### src/rtl/x_uart_tx_arb.sv
// x_uart_tx_arb
//   Round-robin arbiter that lets p_n_req byte sources share a single UART
//   transmitter. One byte is accepted per IDLE cycle, held in a data register
//   while the transmitter is busy, then released back to IDLE on handshake.
//
// Ports
//   i_clk        clock, rising edge
//   i_rst        asynchronous reset, active high
//   i_req_valid  per-requester byte valid (held until its o_req_ready)
//   i_req_data   requester k byte at [8k+7:8k]
//   i_req_last   last byte of a packet (packet-lock build only)
//   o_req_ready  one-hot single-cycle byte-accept pulse
//   o_tx_valid   byte presented to the transmitter
//   o_tx_data    byte to the transmitter
//   i_tx_ready   transmitter idle; transfer on o_tx_valid & i_tx_ready
//   o_grant      one-hot owner of the byte in flight, zero in IDLE
//   o_busy       high whenever a byte is in flight
//
// Build option
//   X_UART_ARB_PKT_LOCK_EN  when defined, a requester that sends a byte with
//                           i_req_last=0 keeps exclusive ownership until it
//                           sends a byte with i_req_last=1.
//
// States
//   ST_IDLE | no byte held; arbitrate and accept one byte this cycle
//   ST_SEND | byte held on o_tx_data, waiting for i_tx_ready
module x_uart_tx_arb #(
    parameter int p_n_req = 4
) (
    input  logic                   i_clk,
    input  logic                   i_rst,
    input  logic [p_n_req-1:0]     i_req_valid,
    input  logic [8*p_n_req-1:0]   i_req_data,
    input  logic [p_n_req-1:0]     i_req_last,
    output logic [p_n_req-1:0]     o_req_ready,
    output logic                   o_tx_valid,
    output logic [7:0]             o_tx_data,
    input  logic                   i_tx_ready,
    output logic [p_n_req-1:0]     o_grant,
    output logic                   o_busy
);

    localparam int PW = $clog2(p_n_req);

    typedef enum logic {
        ST_IDLE = 1'b0,
        ST_SEND = 1'b1
    } state_t;

    state_t             state_q, state_d;
    logic [PW-1:0]      ptr_q, ptr_d;
    logic [7:0]         data_q, data_d;
    logic [p_n_req-1:0] eligible;
    logic               found;
    logic [PW-1:0]      winner;
    logic [7:0]         win_data;

`ifdef X_UART_ARB_PKT_LOCK_EN
    // ptr_q always holds the last winner, so it doubles as the lock owner.
    logic lock_q, lock_d;
    logic win_last;

    always_comb begin
        eligible = '0;
        win_last = 1'b0;
        for (int k = 0; k < p_n_req; k++) begin
            eligible[k] = i_req_valid[k] & (~lock_q | (ptr_q == PW'(k)));
            if (winner == PW'(k)) begin
                win_last = i_req_last[k];
            end
        end
    end
`else
    logic unused_req_last;
    assign unused_req_last = ^i_req_last;
    assign eligible        = i_req_valid;
`endif

    // Search starts one past the previous winner and wraps, so the last
    // winner has the lowest priority next time.
    always_comb begin
        logic [PW-1:0] cand;
        found  = 1'b0;
        winner = ptr_q;
        cand   = '0;
        for (int i = 1; i <= p_n_req; i++) begin
            cand = PW'((int'(ptr_q) + i) % p_n_req);
            if (!found && eligible[cand]) begin
                found  = 1'b1;
                winner = cand;
            end
        end
    end

    always_comb begin
        win_data = '0;
        for (int k = 0; k < p_n_req; k++) begin
            if (winner == PW'(k)) begin
                win_data = i_req_data[8*k +: 8];
            end
        end
    end

    always_comb begin
        state_d     = state_q;
        ptr_d       = ptr_q;
        data_d      = data_q;
        o_req_ready = '0;
`ifdef X_UART_ARB_PKT_LOCK_EN
        lock_d      = lock_q;
`endif
        unique case (state_q)
            ST_IDLE: begin
                if (found) begin
                    for (int k = 0; k < p_n_req; k++) begin
                        o_req_ready[k] = (winner == PW'(k));
                    end
                    data_d  = win_data;
                    ptr_d   = winner;
                    state_d = ST_SEND;
`ifdef X_UART_ARB_PKT_LOCK_EN
                    lock_d  = ~win_last;
`endif
                end
            end
            ST_SEND: begin
                if (i_tx_ready) begin
                    state_d = ST_IDLE;
                end
            end
            default: state_d = ST_IDLE;
        endcase
    end

    always_ff @(posedge i_clk or posedge i_rst) begin
        if (i_rst) begin
            state_q <= ST_IDLE;
            ptr_q   <= PW'(p_n_req - 1);
            data_q  <= '0;
`ifdef X_UART_ARB_PKT_LOCK_EN
            lock_q  <= 1'b0;
`endif
        end else begin
            state_q <= state_d;
            ptr_q   <= ptr_d;
            data_q  <= data_d;
`ifdef X_UART_ARB_PKT_LOCK_EN
            lock_q  <= lock_d;
`endif
        end
    end

    assign o_busy     = (state_q == ST_SEND);
    assign o_tx_valid = o_busy;
    assign o_tx_data  = o_busy ? data_q : 8'h00;

    always_comb begin
        o_grant = '0;
        for (int k = 0; k < p_n_req; k++) begin
            o_grant[k] = o_busy && (ptr_q == PW'(k));
        end
    end

endmodule

### config.mk
export PLATFORM = sky130hd
export DESIGN_NAME = x_uart_tx_arb
export DESIGN_NICKNAME = d
export VERILOG_FILES = /design/src/rtl/x_uart_tx_arb.sv
export SDC_FILE = /design/constraint.sdc
export NUM_CORES = 1
export LEC_CHECK = 0
export ABC_CLOCK_PERIOD_IN_PS = 3050
export BUFFER_PORTS_ARGS = -buffer_cell sky130_fd_sc_hd__buf_2
export CAP_MARGIN = 10
export CORE_MARGIN = 5
export CORE_UTILIZATION = 30
export CTS_CLUSTER_SIZE = 40
export DETAILED_ROUTE_END_ITERATION = 12
export REMOVE_ABC_BUFFERS = 1
export SYNTH_ARGS = -nofsm -noshare
export SYNTH_HDL_FRONTEND = slang
export SYNTH_SLANG_ARGS = --single-unit
### constraint.sdc
create_clock -name i_clk -period 3.05 [get_ports i_clk]
set_clock_uncertainty 0.1 [all_clocks]
set_input_delay 0.1525 -clock i_clk [delete_from_list [all_inputs] [get_ports i_clk]]
set_output_delay 0.1525 -clock i_clk [all_outputs]
set_load 0.05 [all_outputs]
==> results.yml <==
run_status:
  outcome: "complete, no violations"
drt:
  vias_per_cell: 4.759
  drt_drc_violations_left: 0
  top_layer_used: "met4"
  drt-total-wl_um: 2983
  dr.pass1.iters: 4
  ant_nets: 0
  dr_wl_met2_um: 1545
  vias: 1028
  routedWlPerCell_um: 13.81
  met3WireLength_um: 117
  wl_met1_um: 1270
  drt_iter0_markers: 21
placement:
  place_congestion: 0.7513
  numPortBuffers: 56
  dp_hpwl_um: 2265
clock_tree:
  htreeDepth: 1
  path_clk_slew_ns: 0.05
  cts_tree: "done"
  cts_setup_buffers: 0
  clock_latency_ns: 0.23
  cts_inserted_buffers: 3
  cts_sinks: 11
  clock_path_buffers: 2
  clockRootBuffer: "clkbuf_8"
timing:
  worst_pin_slew_ns: 0.7108
  hold_viol_final: 0
  maxSlewViolCount: 0
  min_period_ns: 2.969
  min_period_over_period_pct: 97.36
  max_slew_margin_pct: 52.44
  setup_viol: 0
  holdWs_ns: 0.004633
  rsz0062_at_grt: "yes"
  clock.fmax_mhz: 336.8
cells_and_area:
  antenna_cells: 0
  drive_gt1_share_pct: 49.40
  syn_to_final_growth_pct: 37.30
  fillCellCount: 383
  layout.nets: 216
floorplan:
  dieArea_mm2: 0.004953
  die_h_um: 70.38
  ios: 61
  rows: 22
  coreArea_mm2: 0.003606
  start_util_pct: 30.33
  dieWidth_um: 70.38
yosys:
  synth.yosys.seq_area_share_pct: 25.40
  synth_edf_count: 0
  ys.flop_type: "dfrtp_1"
  ys_async_sr_fraction_pct: 100.0
  yosys_warnings: 0
  synth_cell_types: 37
  synthMuxAreaShare_pct: 18.19
  ys_ff_latch: 11
  synth_xor_area_share_pct: 2.288
  post_synth_fa_ha_maj_area_fraction_pct: 4.577
  syn-cell-area_mm2: 0.001094
  yosys.area_share.simple_pct: 21.74
  netlist_instances: 112
  synth_compound_area_share_pct: 19.79
  avgSynthCellArea_um2: 9.764
  synth_top_family_by_area: "simple AND/OR/NAND/NOR gates"
flow_run:
  drv_cap: 0
critical_path:
  critPathMaxFanout: 15
  crit_start: "ptr_q[0]"
  r2r_end: "data_q[3]"
  startpoint_type: "flip-flop"
  reg2reg_slack_ns: 0.38
  arrival_ns: 2.72
  crit_type: "flip-flop to output pin"
  cp-end-kind: "output pin"
  r2r_cells: 7
  cp.required_ns: 2.80
  timing.rr.start: "ptr_q[0]"
global_route:
  grt_pass1_wl_um: 5023
  grt_pass1_vias: 1133
  grt_overflow_total: 0
  grt_max_degree: 19
  grt_util_all_layers_pct: 12.19
  antenna_found_initial: 0
worst_hold_path:
  min_path_type: "primary input to flip-flop"
  worstHoldEndpoint: "o_busy"
  hold_path_startpoint: "i_tx_ready"
  whs_path_depth: 2
## cell families (layout without fill, tap and decap cells)
family / count (synthesis) / count (layout)
xor+xnor: 2 / 2
flops: 11 / 11
buf+inv: 16 / 72
simple gates: 42 / 42
compound gates: 21 / 21
mux: 16 / 16
fa+ha+maj: 4 / 4
## critical path: stages, from the launching register on
cell	delay [ns]
dfstp_2	0.52
buf_4	0.21
mux4_2	0.60
nor2_4	0.15
nand2_1	0.08
a32o_4	0.33
or2_1	0.26
nor2_1	0.14
buf_6	0.18
## stage by stage
step	TNS (ns)	cell area, µm²	std cells	util [%]	setup WS [ns]
global route	-0.03542	1501	216	41.64	-0.03542
detailed placement	0	1399	211	38.79	0.09257
floorplan	-0.1056	1036	104	-	-0.1022
global placement	0	1399	211	38.79	0.1886
finish	0	1501	216	41.64	0.08063
CTS	0	1473	216	40.84	0.01684
## sequential cells by signal, summed over array words and instances, names as in the netlist
name,cells
data_q,8
ptr_q,2
o_busy,1
## how the worst max path moves through the flow
stage	to	slack [ns]
floorplan	o_req_ready[0]	-0.10
global placement	data_q[7]	0.19
detailed placement	data_q[7]	0.09
CTS	o_req_ready[0]	0.02
global route	o_req_ready[0]	-0.04
finish	o_req_ready[0]	0.08
## synth_stat cells, drive strengths merged (3+ instances only)
| cell type | number | area (µm²) |
|---|---|---|
| and2 | 19 | 121.4 |
| buf | 5 | 46.29 |
| ha | 4 | 50.05 |
| nor2 | 10 | 45.04 |
| nand2 | 3 | 11.26 |
| inv | 7 | 26.28 |
| a32oi | 4 | 35.03 |
| clkbuf | 3 | 11.26 |
| mux2i | 12 | 120.1 |
| dfrtp | 9 | 225.2 |
| mux4 | 3 | 67.56 |
| a221oi | 4 | 60.06 |
## metal layers
| metal | global-route usage [%] | up-vias |
|---|---|---|
| met5 | 0 | - |
| met4 | 4.681 | 0 |
| met2 | 22.04 | 28 |
| met3 | 1.439 | 6 |
| met1 | 14.47 | 480 |
| li1 | - | 514 |
## cell usage in the layout, fill, tap and decap left out, types with 3 or more instances in the layout
| master | count |
|---|---|
| buf_2 | 55 |
| and2_1 | 18 |
| mux2i_1 | 12 |
| dfrtp_1 | 9 |
| nor2_1 | 8 |
| inv_1 | 6 |
| a221oi_2 | 4 |
| a32oi_1 | 4 |
| mux4_2 | 3 |
| nand2_1 | 3 |
| ha_1 | 3 |
| clkbuf_8 | 3 |
| buf_4 | 3 |
## area by class of cell
type / instances / area [µm²] / share of cell area [%]
multi-input cells: 85 / 769.5 / 51.25
repair buffers: 60 / 319.1 / 21.25
flip-flops and latches: 11 / 277.8 / 18.50
well taps: 48 / 60.06 / 4.000
clock buffers: 4 / 45.04 / 3.000
inverters: 8 / 30.03 / 2.000
## timing repair
action | in CTS | in global routing
hold endpoints to repair | 9 | 0
gates resized for setup | 3 | 5
hold buffers | 1 | 0
pin swaps | 0 | 0
endpoints found under the setup margin | 3 | 6
Power is left out: the tool's default activity adds up to more than one toggle a clock period on the data nets, which glitch-free logic cannot reach.
